--- src/rtl/rr_dff_write_arbiter.sv ---
// rr_dff_write_arbiter: round-robin write-side controller that shares a single
// W-bit register among N requesters. Each grant loads the winner's data into
// the register and owns it for HOLD cycles before priority rotates.
// Optional lock-and-hold ownership is compiled in when the macro
// RR_DFF_WRITE_ARBITER_LOCK_EN is defined (adds the 'lock' input).
module rr_dff_write_arbiter #(
    parameter int N    = 4,
    parameter int W    = 8,
    parameter int HOLD = 2
) (
    input  logic                 clk,
    input  logic                 rst_n,
    input  logic [N-1:0]         req,
    input  logic [N*W-1:0]       wdata,
`ifdef RR_DFF_WRITE_ARBITER_LOCK_EN
    input  logic [N-1:0]         lock,
`endif
    output logic [N-1:0]         gnt,
    output logic [$clog2(N)-1:0] owner,
    output logic [W-1:0]         q,
    output logic                 q_valid,
    output logic                 busy
);

    localparam int IW = $clog2(N);
    localparam int CW = (HOLD > 1) ? $clog2(HOLD) : 1;
    localparam logic [IW-1:0] LAST_IDX = IW'(N - 1);

    typedef enum logic {
        IDLE = 1'b0,
        BUSY = 1'b1
    } state_t;

    state_t          state_q, state_d;
    logic [IW-1:0]   ptr_q, ptr_d;
    logic [CW-1:0]   cnt_q, cnt_d;
    logic [N-1:0]    gnt_d;
    logic [IW-1:0]   owner_d;
    logic [W-1:0]    q_d;
    logic            q_valid_d;

    logic [W-1:0]    wdata_arr [N];
    logic            win_found;
    logic [IW-1:0]   win_idx;
    logic [IW-1:0]   cand;
    logic            lock_hold;
    logic            do_grant;
    logic            keep_ptr;
    logic [IW-1:0]   grant_idx;

    // Split the flat data bus into one word per requester.
    for (genvar i = 0; i < N; i++) begin : g_unpack
        assign wdata_arr[i] = wdata[i*W +: W];
    end

    // The current owner re-wins only when it holds both lock and request.
`ifdef RR_DFF_WRITE_ARBITER_LOCK_EN
    assign lock_hold = lock[owner] & req[owner];
`else
    assign lock_hold = 1'b0;
`endif

    // Round-robin search: first asserted request starting at ptr, wrapping mod N.
    always_comb begin
        // NOTE: every variable written here gets a default first, so no path
        // leaves it unassigned and no latch is inferred.
        win_found = 1'b0;
        win_idx   = '0;
        cand      = '0;
        for (int k = 0; k < N; k++) begin
            cand = IW'((int'(ptr_q) + k) % N);
            if (!win_found && req[cand]) begin
                win_found = 1'b1;
                win_idx   = cand;
            end
        end
    end

    // Next-state and next-output logic; everything holds unless a grant or release occurs.
    always_comb begin
        state_d   = state_q;
        ptr_d     = ptr_q;
        cnt_d     = cnt_q;
        gnt_d     = gnt;
        owner_d   = owner;
        q_d       = q;
        q_valid_d = q_valid;
        do_grant  = 1'b0;
        keep_ptr  = 1'b0;
        grant_idx = win_idx;

        unique case (state_q)
            IDLE: begin
                if (win_found) begin
                    do_grant = 1'b1;
                end
            end
            BUSY: begin
                if (cnt_q != '0) begin
                    cnt_d = cnt_q - 1'b1;
                end else if (lock_hold) begin
                    do_grant  = 1'b1;
                    keep_ptr  = 1'b1;
                    grant_idx = owner;
                end else if (win_found) begin
                    do_grant = 1'b1;
                end else begin
                    state_d = IDLE;
                    gnt_d   = '0;
                end
            end
            default: state_d = IDLE;
        endcase

        if (do_grant) begin
            state_d            = BUSY;
            gnt_d              = '0;
            gnt_d[grant_idx]   = 1'b1;
            owner_d            = grant_idx;
            q_d                = wdata_arr[grant_idx];
            q_valid_d          = 1'b1;
            cnt_d              = CW'(HOLD - 1);
            if (!keep_ptr) begin
                ptr_d = (grant_idx == LAST_IDX) ? '0 : grant_idx + 1'b1;
            end
        end
    end

    // State and output registers with synchronous active-low reset.
    always_ff @(posedge clk) begin
        // NOTE: sequential state uses non-blocking assignments so every
        // register samples the pre-edge values and ordering cannot matter.
        if (!rst_n) begin
            state_q <= IDLE;
            ptr_q   <= '0;
            cnt_q   <= '0;
            gnt     <= '0;
            owner   <= '0;
            q       <= '0;
            q_valid <= 1'b0;
        end else begin
            state_q <= state_d;
            ptr_q   <= ptr_d;
            cnt_q   <= cnt_d;
            gnt     <= gnt_d;
            owner   <= owner_d;
            q       <= q_d;
            q_valid <= q_valid_d;
        end
    end

    assign busy = (state_q == BUSY);

endmodule

--- config.mk ---
export PLATFORM = sky130hd
export DESIGN_NAME = rr_dff_write_arbiter
export DESIGN_NICKNAME = d
export VERILOG_FILES = /design/src/rtl/rr_dff_write_arbiter.sv
export SDC_FILE = /design/constraint.sdc
export NUM_CORES = 1
export LEC_CHECK = 0
export CAP_MARGIN = 20
export CELL_PAD_IN_SITES_DETAIL_PLACEMENT = 1
export CELL_PAD_IN_SITES_GLOBAL_PLACEMENT = 1
export CORE_AREA = 2 2 73 58
export CTS_BUF_LIST = sky130_fd_sc_hd__clkbuf_16
export CTS_CLUSTER_SIZE = 24
export DETAILED_ROUTE_END_ITERATION = 16
export DIE_AREA = 0 0 75 60
export GPL_TIMING_DRIVEN = 0
export PLACE_DENSITY_LB_ADDON = 0.1
export SYNTH_ARGS = -nofsm -noshare
export SYNTH_HDL_FRONTEND = slang
export SYNTH_SLANG_ARGS = --single-unit
--- constraint.sdc ---
create_clock -name clk -period 2.1 [get_ports clk]
set_clock_uncertainty 0.05 [all_clocks]
set_input_delay 0.315 -clock clk [delete_from_list [all_inputs] [get_ports clk]]
set_output_delay 0.315 -clock clk [all_outputs]
set_load 0.005 [all_outputs]
==> flow_metrics.py <==
metrics = {
    "global_routing": {
        "overflow": 0,
        "grtUsageTotal": 0.148,
        "grt_antenna_before_repair": 0,
        "busiest_layer": "met2",
        "grtUsageMet1": 0.192,
        "grt_use_met3": 0.0523,
        "grt_max_degree": 12,
        "use_met2": 0.238,
        "grt_pass1_vias": 1056,
        "grt_pass1_wl_um": 5020,
    },
    "sta": {
        "worstMarginPinSlew_ns": 0.669,
        "max_freq_mhz": 538,
        "min_period_over_period": 0.885,
        "slew_headroom": 0.554,
        "hold_viol_final": 0,
        "finalMaxSlewViolations": 0,
        "period_needed_ns": 1.86,
        "grt_setup_unrepaired": "no",
        "fin_ws_ns": 0.242,
        "setup_viol": 0,
    },
    "critical_path": {
        "reg2reg_to": "q[2]",
        "worstSetupEndpointType": "flop",
        "reg2reg_from": "ptr_q[1]",
        "r2r_cells": 5,
        "critPathRequiredTime_ns": 2.22,
        "path_class": "in -> reg",
        "r2r_setup_slack_ns": 0.36,
        "critical_path_peak_fanout": 10,
        "crit_arrival_ns": 1.98,
        "crit_path_start_kind": "primary input",
    },
    "clocking": {
        "ctsResizeCount": 0,
        "hold_buffers": 0,
        "cts_root_buf": "clkbuf_16",
        "clock_latency_ns": 0.25,
        "path_clk_slew_ns": 0.06,
        "cts_sinks": 19,
        "htreeDepth": 1,
        "cts_made_buffers": 3,
        "cts_setup_buffers": 0,
        "cts_buffer_depth": 2,
        "cts_tree": "built",
    },
    "min_path": {
        "holdPathEnd": "gnt[1]",
        "min_from": "gnt[1]",
        "hold_path_depth": 2,
        "worstHoldPathType": "reg -> reg",
    },
    "power": {
        "power_density_nw_per_um2": 730,
        "p_leak_nw": 0.633,
        "ir_drop_v": 0.000354,
        "power_mw": 1.24,
    },
    "floorplan": {
        "fp.dieH_um": 60,
        "die-area_um2": 4500,
        "ios": 54,
        "num_rows": 20,
        "chipWidth_um": 75,
        "start_util": 0.268,
        "core_area_um2": 3830,
    },
    "cells_and_area": {
        "diodes": 0,
        "area_growth_pct": 66.2,
        "layout-drive-gt1-share": 0.101,
        "fin_area_um2": 1710,
        "nNetsFinal": 198,
        "fin_util": 0.445,
    },
    "route": {
        "vias": 1024,
        "dr.pass1.iters": 4,
        "ant_nets": 0,
        "drc_errors": 0,
        "routedWlPerCell_um": 14.2,
        "avgViaCountPerCell": 4.81,
        "drt-initial-drc-count": 46,
        "routed_wl_um": 3020,
    },
    "placement": {
        "dpl_cell_area_um2": 1630,
        "dp_slack_ns": -0.0205,
        "gp_congestion": 0.665,
        "dp_hpwl_um": 2370,
        "portBuffers": 53,
    },
    "logic_synthesis": {
        "synth_area_leaders": "dfxtp_1, mux2i_1, o221ai_1",
        "synth_most_common_cell": "dfxtp_1",
        "synth.avg_cell_area_um2": 10.2,
        "synth_area_leader_cell": "dfxtp_1",
        "synth_seq_area_share": 0.371,
        "synth-seq-cells": 19,
        "ys_types": 34,
        "synth_fp_nets": 140,
        "synth_cells": 101,
        "ys.warnings.count": 0,
        "syn-cell-area_um2": 1030,
        "synthFlopType": "dfxtp_1",
        "post-synth-top-area-fraction": 0.371,
        "async_flop_share": 0,
        "synth_commonest_cells": "dfxtp_1, mux2i_1, nand2_1",
        "synth_edf_count": 0,
    },
    "flow_run": {
        "maxCapViolCount": 0,
    },
    "run_status": {
        "outcome": "complete, no violations",
    },
}
## where the power goes
group	internal [mW]	switching [mW]	leakage, nW
Sequential	0.411	0.0326	0.158
Clock	0.256	0.145	0.0409
Combinational	0.238	0.163	0.434
## flip-flops by register name, indices dropped and copies added (netlist names)
| register | cells |
|---|---|
| busy | 1 |
| cnt_q | 1 |
| gnt | 4 |
| owner | 2 |
| ptr_q | 2 |
| q | 8 |
| q_valid | 1 |
## cell type report
class / instances / area [um^2]
fill: 442 / 2120
multi-input combinational: 76 / 608
timing repair buffer: 53 / 531
sequential: 19 / 380
clock buffer: 3 / 75.1
tap: 55 / 68.8
buffer: 5 / 33.8
clock inverter: 1 / 5.00
inverter: 1 / 3.75
## logic make-up (layout without fill, tap and decap cells)
family | Yosys count | in the layout | synth area share
and+or+nand+nor | 31 | 31 | 0.198
adders and majority gates | 1 | 1 | 0.0122
muxes | 17 | 17 | 0.166
DFF | 19 | 19 | 0.371
buffers and inverters | 6 | 63 | 0.0366
AOI/OAI and AO/OA | 27 | 27 | 0.217
## cells in the final DEF (no fill, tap or decap), types with 2 or more instances in the layout
cell | netlist | final
a21boi_0 | 4 | 4
a21oi_1 | 4 | 4
buf_4 | 2 | 2
clkbuf_16 | 0 | 3
clkdlybuf4s50_1 | 0 | 53
dfxtp_1 | 19 | 19
mux2i_1 | 17 | 17
nand2_1 | 10 | 10
nand3_1 | 8 | 8
nand3b_1 | 2 | 2
nor2_1 | 2 | 2
o21ai_0 | 2 | 2
o221ai_1 | 8 | 8
## how the worst max path moves through the flow
stage,from,to,slack (ns),depth (start not counted)
global route,req[2],q[0],0.07,5
CTS,req[2],q[2],0.23,6
detailed placement,req[2],q[0],-0.02,6
finish,req[2],q[5],0.24,5
floorplan,ptr_q[1],ptr_q[1],0.56,6
global placement,req[2],q[5],0.02,5
## per-stage QoR
step / hold slack, ns / instances / setup TNS (ns)
after detailed placement: 0.410 / 209 / -0.119
final: 0.413 / 213 / 0
after global routing: 0.442 / 213 / 0
after CTS: 0.419 / 213 / 0
after global placement: 0.402 / 209 / 0
after floorplan: 0.408 / 101 / 0
## layer usage
layer | vias to the layer above | routed length, um
li1 | 502 | -
met1 | 487 | 1400
met2 | 33 | 1410
met3 | 2 | 196
met4 | 0 | 19
met5 | - | 0
## critical path, stage by stage
cell             delay [ns]
clkdlybuf4s50_1        0.56
nor4_1                 0.11
a21oi_2                0.52
nand3b_4               0.24
o221ai_1               0.23
(Power assumes the default switching activity.)
